[config.mk]
export PLATFORM = sky130hd
export DESIGN_NAME = reg16_arbiter
export DESIGN_NICKNAME = d
export VERILOG_FILES = /design/src/rtl/reg16_arb_pkg.sv /design/src/rtl/reg16_en.sv /design/src/rtl/reg16_arbiter.sv
export SDC_FILE = /design/constraint.sdc
export NUM_CORES = 1
export LEC_CHECK = 0
export ABC_CLOCK_PERIOD_IN_PS = 3300
export BUFFER_PORTS_ARGS = -buffer_cell sky130_fd_sc_hd__buf_2
export CAP_MARGIN = 20
export CORE_UTILIZATION = 30
export CTS_CLUSTER_DIAMETER = 50
export DETAILED_ROUTE_END_ITERATION = 6
export PLACE_DENSITY_LB_ADDON = 0.12
export SLEW_MARGIN = 40
export SYNTH_ARGS = -nofsm -noshare
export SYNTH_HDL_FRONTEND = slang
export SYNTH_SLANG_ARGS = --single-unit
[constraint.sdc]
create_clock -name clk -period 3.3 [get_ports clk]
set_input_delay 0.495 -clock clk [delete_from_list [all_inputs] [get_ports clk]]
set_output_delay 0.495 -clock clk [all_outputs]
set_load 0.05 [all_outputs]
[src/rtl/reg16_arb_pkg.sv]
// Shared types and constants for the reg16 arbiter slice.
// Optional write-first read forwarding: REG16_ARB_FWD_EN.
package reg16_arb_pkg;

  localparam int DATA_W   = 16;
  localparam int MAX_NREQ = 8;
  localparam int OWNER_W  = 3;

  typedef enum logic {
    ST_IDLE,
    ST_LOCKED
  } state_e;

  function automatic logic [OWNER_W-1:0] rr_next(
    input logic [OWNER_W-1:0] idx,
    input int                 n
  );
    return (int'(idx) == n - 1) ? '0 : idx + 1'b1;
  endfunction

endpackage

[src/rtl/reg16_en.sv]
// One 16-bit storage register with load enable and async clear.
module reg16_en
  import reg16_arb_pkg::*;
(
  input  logic              clk,
  input  logic              rst_n,
  input  logic              en_i,
  input  logic [DATA_W-1:0] d_i,
  output logic [DATA_W-1:0] q_o
);

  logic [DATA_W-1:0] q_q;

  always_ff @(posedge clk or negedge rst_n) begin
    if (!rst_n) begin
      q_q <= '0;
    end else if (en_i) begin
      q_q <= d_i;
    end
  end

  assign q_o = q_q;

endmodule

[src/rtl/reg16_arbiter.sv]
// Round-robin, lockable write arbiter in front of a 16-bit register bank.
// Define REG16_ARB_FWD_EN for write-first read forwarding.
module reg16_arbiter
  import reg16_arb_pkg::*;
#(
  parameter int NREQ = 4,
  parameter int NREG = 4,
  parameter int AW   = $clog2(NREG)
) (
  input  logic                   clk,
  input  logic                   rst_n,
  input  logic [NREQ-1:0]        req_valid,
  input  logic [NREQ-1:0]        req_lock,
  input  logic [NREQ*AW-1:0]     req_addr,
  input  logic [NREQ*DATA_W-1:0] req_data,
  output logic [NREQ-1:0]        req_ready,
  input  logic [AW-1:0]          rd_addr,
  output logic [DATA_W-1:0]      rd_data,
  output logic                   locked,
  output logic [OWNER_W-1:0]     owner
);

  state_e               state_q, state_d;
  logic [OWNER_W-1:0]   ptr_q, ptr_d;
  logic [OWNER_W-1:0]   owner_q, owner_d;
  logic [OWNER_W-1:0]   gnt_idx;
  logic                 gnt_vld;
  logic                 gnt_lock;
  logic [NREQ-1:0]      ready;
  logic [AW-1:0]        waddr;
  logic [DATA_W-1:0]    wdata;
  logic [DATA_W-1:0]    bank_q [NREG];
  logic [DATA_W-1:0]    rd_q, rd_d;

  // Grant select: owner only while locked, else first valid from ptr.
  always_comb begin
    gnt_vld = 1'b0;
    gnt_idx = '0;
    if (state_q == ST_LOCKED) begin
      for (int i = 0; i < NREQ; i++) begin
        if (OWNER_W'(i) == owner_q && req_valid[i]) begin
          gnt_vld = 1'b1;
          gnt_idx = owner_q;
        end
      end
    end else begin
      for (int k = 0; k < NREQ; k++) begin
        for (int i = 0; i < NREQ; i++) begin
          if (!gnt_vld && req_valid[i] &&
              ((int'(ptr_q) + k) % NREQ) == i) begin
            gnt_vld = 1'b1;
            gnt_idx = OWNER_W'(i);
          end
        end
      end
    end
  end

  always_comb begin
    ready = '0;
    waddr = '0;
    wdata = '0;
    for (int i = 0; i < NREQ; i++) begin
      ready[i] = gnt_vld && (gnt_idx == OWNER_W'(i));
      if (ready[i]) begin
        waddr = req_addr[i*AW +: AW];
        wdata = req_data[i*DATA_W +: DATA_W];
      end
    end
  end

  assign gnt_lock = |(ready & req_lock);

  always_comb begin
    state_d = state_q;
    ptr_d   = ptr_q;
    owner_d = owner_q;
    unique case (state_q)
      ST_IDLE: begin
        if (gnt_vld) begin
          owner_d = gnt_idx;
          ptr_d   = rr_next(gnt_idx, NREQ);
          if (gnt_lock) state_d = ST_LOCKED;
        end
      end
      ST_LOCKED: begin
        if (gnt_vld && !gnt_lock) begin
          state_d = ST_IDLE;
          ptr_d   = rr_next(owner_q, NREQ);
        end
      end
      default: state_d = ST_IDLE;
    endcase
  end

  always_ff @(posedge clk or negedge rst_n) begin
    if (!rst_n) begin
      state_q <= ST_IDLE;
      ptr_q   <= '0;
      owner_q <= '0;
    end else begin
      state_q <= state_d;
      ptr_q   <= ptr_d;
      owner_q <= owner_d;
    end
  end

  for (genvar k = 0; k < NREG; k++) begin : g_bank
    reg16_en u_reg (
      .clk   (clk),
      .rst_n (rst_n),
      .en_i  (gnt_vld && (waddr == AW'(k))),
      .d_i   (wdata),
      .q_o   (bank_q[k])
    );
  end

  always_comb begin
    rd_d = bank_q[rd_addr];
`ifdef REG16_ARB_FWD_EN
    if (gnt_vld && (waddr == rd_addr)) rd_d = wdata;
`endif
  end

  always_ff @(posedge clk or negedge rst_n) begin
    if (!rst_n) begin
      rd_q <= '0;
    end else begin
      rd_q <= rd_d;
    end
  end

  assign req_ready = ready;
  assign rd_data   = rd_q;
  assign locked    = (state_q == ST_LOCKED);
  assign owner     = owner_q;

endmodule

==> results.md, run 1 <==
- Run status: finished with violations
- Failing checks: DRC
- Worst hold-check path type: in -> async
- CTS tree: yes
- Die H: between 100 and 150 µm
- Row count: slightly below 50
- Drt first pass iters: 7
- Clock buffer count from CTS: 9
- CP Launch Point: owner[1]
- DRC viols: 2
- YS warnings: 0
- Required time worst endpoint: 2.80 ns
- Hold WS: around 0.13 ns
- Routed length per placed instance: approximately 21 µm
- CTS root buf: clkbuf_16
- Cell repeated most along the worst path: buf_4
- Crit path buffers/inverters: 5
- Fillers: 1,792
- Critical path peak fanout: 18
- First-pass GRT wire length: around 30 mm
- P&R area growth vs syn: 24.6%
- Dpl hpwl: roughly 13 mm
- Net Count, Synth: around 640
- Final setup fails: 0
- Setup crit end kind: primary output
- Final net count: 747
- Post-synth EDFFs: 0
- Post-synthesis sequential area ratio: between 30% and 40%
- Global Route Usage Sum: about a fifth
- Post-route ant nets: 0
- H-tree Lvls: 3
- Mapped Area: 5580 µm²
- RSZ-0062 raised after global routing: no
- Critical path type: reg -> out
- Initial DRC Count: 354
- Ys async rst share: 100%
- Final-report max-slew violation count: 0
- Cell area after placement: about 6500 µm²
- Mean Syn Cell Area: 10.2 µm²
- Core area: about 18,000 µm²
- Worst setup SP type: register
- Slew HR: between 40% and 50%
- Number of global-route vias before repair: 5,231
- Synth Register Bits: 86
- Hold bufs inserted after CTS: 0
- Top_reg_cell synth: dfrtp_1
- Vias per cell: between 5 and 6
- Max incr delay on CP: between 0.4 and 0.5 ns
- Routed wire length: about 19 mm
- Input/output buffers: about 110
- Clock Latency Late Sink: between 0.3 and 0.4 ns
- Die width: between 100 and 150 µm
- Clock transition at path regs: about 0.07 ns
- Worst slew pin tran: between 0.8 and 0.9 ns
- Starting density of the core: 30.8%
- Critical-path cell list: inv_1 > ha_1 > a22oi_1 > buf_4 > a211oi_4 > a21oi_1 > buf_4 > ha_2 > buf_6 > nor2b_2 > clkbuf_4
- Top-level port count: approximately 110
- Layout cells sized above 1: around a third
- Routed vias: just over 5,000
- Initial antenna violation count: 0
- Worst Path Arrival: 2.65 ns
- Clk buf depth: 2
- Max_cap viols: 0
- Full die area: ~19,000 µm²
- Largest net degree at the start of global routing: 69
- Design Area, Final: around 7000 µm²
- Antenna cells: 0
- Most common cell after layout, fill and taps aside: a211oi_1
- Worst R2R Start: owner[1]
- Crit-path leading delay family: buffers and inverters
- Post-layout min period: about 3.1 ns
- Fmax: ~320 MHz
- Count of different cell masters after synthesis: 43
- Placer Congestion: approximately 0.8
- GRT overflow: 0
- Final hold violations: 0
- Period utilization: between 90% and 100%
- Clock Skew: around 0.0075 ns
- CP max stage cell: dfrtp_2
- Most frequent cells in the layout: a211oi_1, buf_2, dfrtp_1, nor3_1, buf_4
- Mapped Cells: ~550
- CTS Sinks: 86
## routing by layer
metal	routed length, µm	GRT usage (%)
met1	8410	26.1
met2	9700	34.9
met3	504	3.19
met4	347	5.74
met5	0	0
## flip-flops by register name, indices dropped and copies added (netlist names), named ones only
register	cells
g_bank.u_reg.q_o	64
owner	3
ptr_q	2
rd_data	16
## final cells by class
| type | count | area [µm²] | area share [%] |
|---|---|---|---|
| multi-input cells | 389 | 3130 | 45.0 |
| flip-flops and latches | 86 | 2150 | 31.0 |
| repair buffers | 161 | 1040 | 15.0 |
| well taps | 229 | 287 | 4.13 |
| clock buffers | 9 | 225 | 3.24 |
| clock inverters | 7 | 80.1 | 1.15 |
| inverters | 8 | 30.0 | 0.432 |
## what timing repair did
action / in CTS / in global routing
endpoints found under the setup margin: 21 / 68
pin swaps: 1 / 4
hold endpoints to repair: 0 / 0
gates resized for setup: 6 / 20
setup buffers: 1 / 0
## final timing paths
path / to / slack (ns) / cells after the start
worst max-delay path: req_ready[2] / 0.15 / 11
worst min register to register: ptr_q[1] / 0.60 / 1
worst max register to register: g_bank[2].u_reg.q_o[4] / 0.18 / 14
worst min-delay path: g_bank[0].u_reg.q_o[15] / 0.13 / 1
max in group asynchronous: g_bank[3].u_reg.q_o[12] / 2.48 / 2
min in group clk: register / 0.56 / 4
## cells in the mapped netlist (2+ instances only)
master    instances  area (µm²)
o32ai_1          16         140
a221oi_1         15         131
nor3_1           48         240
a21o_1            8        60.1
a221o_1          16         160
mux4_2           16         360
clkbuf_1         21        78.8
a21o_2            2        17.5
nor2_1            4        15.0
buf_2            28         140
nand2_1          17        63.8
o22ai_1           2        12.5
a211oi_1        126         946
a211oi_4          2        40.0
nand3b_1          2        15.0
inv_1             7        26.3
buf_4             5        37.5
clkbuf_2          2        10.0
a21oi_1           8        40.0
buf_6             7        78.8
a22oi_1          18         135
o21ai_0          17        85.1
a211oi_2          4        50.1
a21oi_2           2        17.5
a211o_1           2        17.5
nor2b_1          24         150
buf_1             3        11.3
ha_1              8         100
a221oi_2          2        30.0
nand2b_1         19         119
dfrtp_1          86        2150
## cell families (layout without fill, tap and decap cells)
family	count (synthesis)	after routing	synth area share, %
flip-flops	86	86	38.6
multiplexers	18	18	6.87
adder cells (fa/ha/maj)	8	8	1.80
buffers and inverters	74	185	6.93
AND/OR/NAND/NOR	118	118	11.3
AO/OA/AOI/OAI	245	245	34.5
## per-stage QoR
step | setup TNS, ns | instances | utilization (%) | worst slack, ns
floorplan | -0.0394 | 549 | - | -0.0394
global placement | -3.91 | 872 | 36.0 | -0.139
detailed placement | -1.12 | 872 | 36.1 | -0.0898
CTS | 0 | 889 | 38.0 | 0.0230
global route | 0 | 889 | 38.4 | 0.00453
finish | 0 | 889 | 38.4 | 0.151
Power of run 1 is left out: the tool's default activity adds up to more than one toggle a clock period on the data nets, which glitch-free logic cannot reach.
==> run 2, diff against run 1 <==
Settings changed: ABC_AREA from default to 1, BUFFER_PORTS_ARGS -buffer_cell sky130_fd_sc_hd__buf_2 to default, DONT_BUFFER_PORTS from default to 1.
==> run 2 against run 1 <==
Effect of this change:
- the run ends with setup timing left
- highest routed layer unchanged
- die area down 8.8%
- critical path depth rose by 8
- sequential cell count unchanged
- synthesized cell count up 28%
- cell count grew 11%
- non-clock buffer count decreased by 77
- sequential share of layout area down 0.14 points
- final area increased by 0.45%
- global-route usage decreased by 0.40 points
- setup slack got worse by 0.44 ns
==> results.md, run 2 <==
- Initial antenna violation count: 0 (unchanged)
- Clock buffer count from CTS: 9 (unchanged)
- Worst hold-check path type: in -> async
- Row count: 47 (-4.1%)
- Ys async rst share: 100% (unchanged)
- Fillers: 1,661 (-7.3%)
- Final-report max-slew violation count: 0 (unchanged)
- Worst setup SP type: register
- Top-level port count: 108 (unchanged)
- Die width: 132 µm (-4.5%)
- PnR worst setup slack: -0.294 ns (-0.445 ns)
- Fmax: 278 MHz (-12%)
- Mapped Area: 5080 µm² (-8.9%)
- Clock transition at path regs: 0.07 ns (about the same)
- P&R area growth vs syn: 37.4%
- Post-layout min period: 3.59 ns (+0.445 ns)
- Top cells by area, synth: dfrtp_1, nand2_1, nand3_1, inv_1, o21ai_0
- Synth area leader: dfrtp_1
- Clock Latency Late Sink: 0.35 ns (about the same)
- Worst R2R Start: ptr_q[1]
- Critical path peak fanout: 7 (-11)
- CP Launch Point: ptr_q[1]
- Routed vias: 4,916 (-4.9%)
- CTS root buf: clkbuf_16
- CTS tree: yes
- Pre-CTS WS: -0.294 ns (-0.204 ns)
- Final hold violations: 0 (unchanged)
- Dpl hpwl: 10.6 mm (-21%)
- Clk buf depth: 2 (unchanged)
- Post-route ant nets: 0 (unchanged)
- Vias per cell: 4.97 (-14%)
- Critical path type: reg -> out
- Reg-to-Reg End: g_bank[0].u_reg.q_o[4]
- Setup crit end kind: primary output
- Top post-synthesis cells by count: nand2_1, dfrtp_1, nand3_1
- Post-synth top area share: 42.4% (+3.8 points)
- Top_reg_cell synth: dfrtp_1
- Full die area: 17,400 µm² (-8.8%)
- Count of different cell masters after synthesis: 34 (-21%)
- Routed length per placed instance: 17.1 µm (-20%)
- Clock Skew: 0.0107 ns (+0.00321 ns)
- CTS Sinks: 86 (unchanged)
- Slew HR: 56.8% (+10 points)
- Layout cells sized above 1: 30.6% (-3.5 points)
- First-pass GRT wire length: 26.6 mm (-12%)
- FF-to-FF setup slack: -0.24 ns (-0.42 ns)
- Largest net degree at the start of global routing: 87 (+26%)
- Antenna cells: 0 (unchanged)
- Starting density of the core: 30.7% (-0.10 points)
- Post-synthesis sequential area ratio: 42.4% (+3.8 points)
- YS warnings: 0 (unchanged)
- Post-synth EDFFs: 0 (unchanged)
- Most common cell in the netlist: nand2_1
- Input/output buffers: 0 (-100%)
- Mapped Cells: 702 (+28%)
- Largest register FFs: 64 (unchanged)
- Number of global-route vias before repair: 4,797 (-8.3%)
- RSZ-0062 raised after global routing: yes
- Mean Syn Cell Area: 7.23 µm² (-29%)
- Required time worst endpoint: 2.80 ns (about the same)
- Placer Congestion: 0.810 (+1.4%)
- GRT overflow: 0 (unchanged)
- Max_cap viols: 0 (unchanged)
- Synth Register Bits: 86 (unchanged)
- Final net count: 856 (+15%)
- Drt first pass iters: 4 (-3)
- Final setup fails: 70 (+70)
- Global Route Usage Sum: 19.8% (-0.40 points)
- Initial DRC Count: 272 (-23%)
- Worst Path Arrival: 3.10 ns (+0.45 ns)
- Worst slew pin tran: 0.647 ns (-0.154 ns)
- Die H: 132 µm (-4.5%)
- DRC viols: 0 (-2)
- Most frequent cells in the layout: nand2_1, dfrtp_1, nand2_2, inv_1, nor2_1
- Core area: 16,500 µm² (-8.6%)
- Period utilization: 109% (+13 points)
- H-tree Lvls: 3 (unchanged)
- Most common cell after layout, fill and taps aside: nand2_1
- Worst Reg2Reg Path Length in Cells: 28 (+14)
- Net Count, Synth: 794 (+24%)
- Run status: finished with violations
- Routed wire length: 16.9 mm (-11%)
- Failing checks: setup timing
run 2: what timing repair did:
| action | CTS | global route |
|---|---|---|
| gates cloned | 5 | 1 |
| gates resized for setup | 70 | 103 |
| hold endpoints to repair | 86 | 0 |
| pin swaps | 13 | 47 |
| setup buffers | 22 | 6 |
| endpoints found under the setup margin | 70 | 71 |
| hold buffers | 1 | 0 |
run 2: cells by family (layout without fill, tap and decap cells):
logic type	after synthesis	in the layout	share of synthesized area (%)
adders and majority gates	8	8	1.97
buffers and inverters	105	170	8.97
and+or+nand+nor	407	409	35.9
AOI/OAI and AO/OA	96	96	10.8
DFF	86	86	42.4
run 2: cell type report:
type,count,area (µm²),share of cell area (%)
Clock buffer,11,233,3.34
Clock inverter,5,81.3,1.17
Multi-Input combinational cell,513,2960,42.4
Inverter,70,287,4.11
Timing Repair Buffer,84,988,14.2
Tap cell,220,275,3.95
Sequential cell,86,2150,30.9
run 2: worst max-delay path by stage:
stage,end,slack (ns),depth (start not counted)
after global placement,g_bank[1].u_reg.q_o[3],-0.24,21
after detailed placement,g_bank[1].u_reg.q_o[3],-0.29,21
after CTS,req_ready[2],-0.24,18
after global routing,g_bank[0].u_reg.q_o[5],-0.45,28
final,req_ready[2],-0.29,19
after floorplan,g_bank[2].u_reg.q_o[9],0.03,26
run 2: layer usage:
layer  part of all wire, %  wire (µm)  GRT usage, %
met2                    47       7870          32.2
met4                   1.9        315          6.72
met5                     0          0             0
met3                   4.8        815          3.04
met1                    47       7890          26.9
run 2: metrics by stage:
stage	utilization, %	hold WS (ns)	setup TNS, ns	std cells	area (µm²)
after detailed placement	34.2	0.206	-9.67	941	5640
final	42.2	0.0576	-12.57	989	6980
after global routing	42.2	0.0985	-27.37	989	6980
after global placement	34.2	0.205	-4.87	941	5640
after floorplan	-	0.199	0	702	5080
after CTS	39.9	0.0742	-11.44	985	6600
run 2: critical path, stage by stage (launching register included):
cell,delay (ns)
dfrtp_2,0.48
nor2_4,0.15
nand2_1,0.07
nand2_2,0.08
nor2_4,0.05
nand4_1,0.10
nor3_2,0.06
buf_4,0.14
nand2_2,0.06
nor2_1,0.04
or4_1,0.40
inv_1,0.09
o2111ai_2,0.10
nand2_1,0.11
o21ai_2,0.08
buf_4,0.16
ha_4,0.17
nand2_4,0.08
clkinvlp_4,0.15
buf_8,0.18
Power of run 2 is left out for the same reason.
==> run 3, diff against run 2 <==
Settings changed: CORE_UTILIZATION 30 to 25, GPL_TIMING_DRIVEN from default to 0, REMOVE_ABC_BUFFERS from default to 1.
==> run 3 against run 2 <==
Effect of this change:
- the run still ends with setup timing left
- via count increased by 3.3%
- final area increased by 3.0%
- fmax decreased by 1.3%
- critical path depth unchanged
- sequential share of layout area decreased by 0.91 points
- wire length increased by 25%
- setup slack got worse by 0.048 ns
- largest cell class unchanged
==> results.md, run 3 (synthesis gave the netlist of run 2 again) <==
- Layout cells sized above 1: 32.1% (+1.5 points)
- Final-report max-slew violation count: 0 (unchanged)
- First-pass GRT wire length: 30.8 mm (+16%)
- Antenna cells: 0 (unchanged)
- Routed length per placed instance: 20.6 µm (+20%)
- Top-level port count: 108 (unchanged)
- Util after Layout: 36.6% (-5.6 points)
- P&R area growth vs syn: 41.6%
- Fmax: 275 MHz (-1.3%)
- Worst setup SP type: register
- Clock Latency Late Sink: 0.35 ns (about the same)
- Run status: finished with violations
- Final hold violations: 0 (unchanged)
- CTS tree: yes
- Setup crit end kind: primary output
- Critical path type: reg -> out
- Multi-input logic area: 3290 µm² (+11%)
- Placed Cells: 932 (-0.96%)
- Input/output buffers: 0 (unchanged)
- Initial antenna violation count: 0 (unchanged)
- Fillers: 2,081 (+25%)
- Setup TNS after final layout: -15.09 ns (-2.52 ns)
- Placer Congestion: 0.804 (-0.64%)
- Slew HR: 53.8% (-3.1 points)
- Period utilization: 110% (+1.4 points)
- Largest net degree at the start of global routing: 87 (unchanged)
- Full die area: 20,900 µm² (+20%)
- DRC viols: 0 (unchanged)
- Routed vias: 5,079 (+3.3%)
- Required time worst endpoint: 2.80 ns (about the same)
- GRT overflow: 0 (unchanged)
- Failing checks: setup timing
- Number of global-route vias before repair: 5,099 (+6.3%)
- Largest register FFs: 64 (unchanged)
- PnR worst setup slack: -0.342 ns (-0.0477 ns)
- Worst R2R Start: ptr_q[1]
- Worst Path Arrival: 3.15 ns (+0.05 ns)
- Clk buf depth: 2 (unchanged)
- Worst hold-check path type: in -> async
- Fin cells: 1,023 (+3.4%)
- Max_cap viols: 0 (unchanged)
- Most frequent cells in the layout: nand2_1, dfrtp_1, nand2_2, inv_1, nor2_1
- Drt first pass iters: 4 (unchanged)
- Post-layout min period: 3.64 ns (+0.0477 ns)
- CTS Sinks: 86 (unchanged)
- Clock transition at path regs: 0.06 ns (about the same)
- Die width: 145 µm (+9.4%)
- Final net count: 847 (-1.1%)
- Clock buffer count from CTS: 9 (unchanged)
- Critical path peak fanout: 7 (unchanged)
- Dpl hpwl: 10.9 mm (+3.0%)
- Die H: 145 µm (+9.4%)
- Routed wire length: 21.0 mm (+25%)
- Final setup fails: 71 (+1.4%)
- CP Launch Point: ptr_q[0]
- FF-to-FF setup slack: -0.28 ns (-0.04 ns)
- Reg-to-Reg End: g_bank[2].u_reg.q_o[2]
- Vias per cell: 4.96 (-0.12%)
- Most common cell after layout, fill and taps aside: nand2_1
- H-tree Lvls: 3 (unchanged)
- Global Route Usage Sum: 20.6% (+0.73 points)
- Post-route ant nets: 0 (unchanged)
- Starting density of the core: 25.8% (-4.9 points)
- Core area: 19,700 µm² (+19%)
- Worst Setup EP: req_ready[1]
- Worst Reg2Reg Path Length in Cells: 27 (-3.6%)
- Worst slew pin tran: 0.693 ns (+0.0458 ns)
- RSZ-0062 raised after global routing: yes
- Initial DRC Count: 255 (-6.3%)
- Clock Skew: 0.0106 ns (-0.000118 ns)
- Row count: 51 (+8.5%)
- Area of all sequential standard cells: 2150 µm² (unchanged)
- CTS root buf: clkbuf_16
==> run 3: how the worst min path moves through the flow <==
| stage | from | depth (start not counted) | slack [ns] | end |
|---|---|---|---|---|
| after global placement | rst_n | 0 | 0.20 | rd_data[3] |
| final | rst_n | 1 | 0.04 | g_bank[3].u_reg.q_o[8] |
| after floorplan | rst_n | 0 | 0.20 | async pin |
| after detailed placement | rst_n | 0 | 0.20 | rd_data[3] |
| after global routing | rst_n | 1 | 0.09 | g_bank[2].u_reg.q_o[12] |
| after CTS | rst_n | 1 | 0.09 | g_bank[0].u_reg.q_o[8] |
==> run 3: cell type report <==
class | count | area share (%)
Clock inverter | 1 | 0.0696
Inverter | 70 | 4.58
Clock buffer | 13 | 3.76
Sequential cell | 86 | 30.0
Timing Repair inverter | 1 | 0.122
Timing Repair Buffer | 67 | 11.1
Tap cell | 265 | 4.61
Multi-Input combinational cell | 520 | 45.8
==> run 3: per-stage QoR <==
stage / area, µm² / setup WS, ns / hold WS (ns)
after floorplan: 4890 / -0.378 / 0.199
after global placement: 5220 / -1.93 / 0.203
after detailed placement: 5220 / -1.96 / 0.203
after CTS: 6610 / -0.247 / 0.0899
after global routing: 7190 / -0.512 / 0.0857
final: 7190 / -0.342 / 0.0380
==> run 3: metal layers <==
metal	part of all wire, %	GRT usage (%)
met3	5.7	3.51
met5	0	0
met1	44	26.3
met4	3.0	8.25
met2	48	34.3
==> run 3: repair_timing <==
item / in CTS / in global routing
cloned: 8 / 3
endpoints found under the hold margin: 86 / 0
endpoints found under the setup margin: 71 / 71
resized for setup: 115 / 104
pin swaps: 34 / 62
setup buffers: 54 / 12
hold buffers: 1 / 0
==> run 3: worst max-delay path: stages (launching register included) <==
cell	delay (ns)
dfrtp_2	0.47
inv_2	0.08
nand3_2	0.07
nand2_2	0.06
nor2_2	0.11
nand4_1	0.13
nor3_2	0.19
buf_4	0.17
nand2_4	0.05
a21oi_2	0.14
nand3_2	0.10
buf_4	0.15
o2111ai_2	0.08
nand2_2	0.10
o21ai_4	0.09
inv_2	0.08
ha_4	0.21
buf_12	0.14
nand2_8	0.08
clkinvlp_4	0.28
Power of run 3 is left out for the same reason.
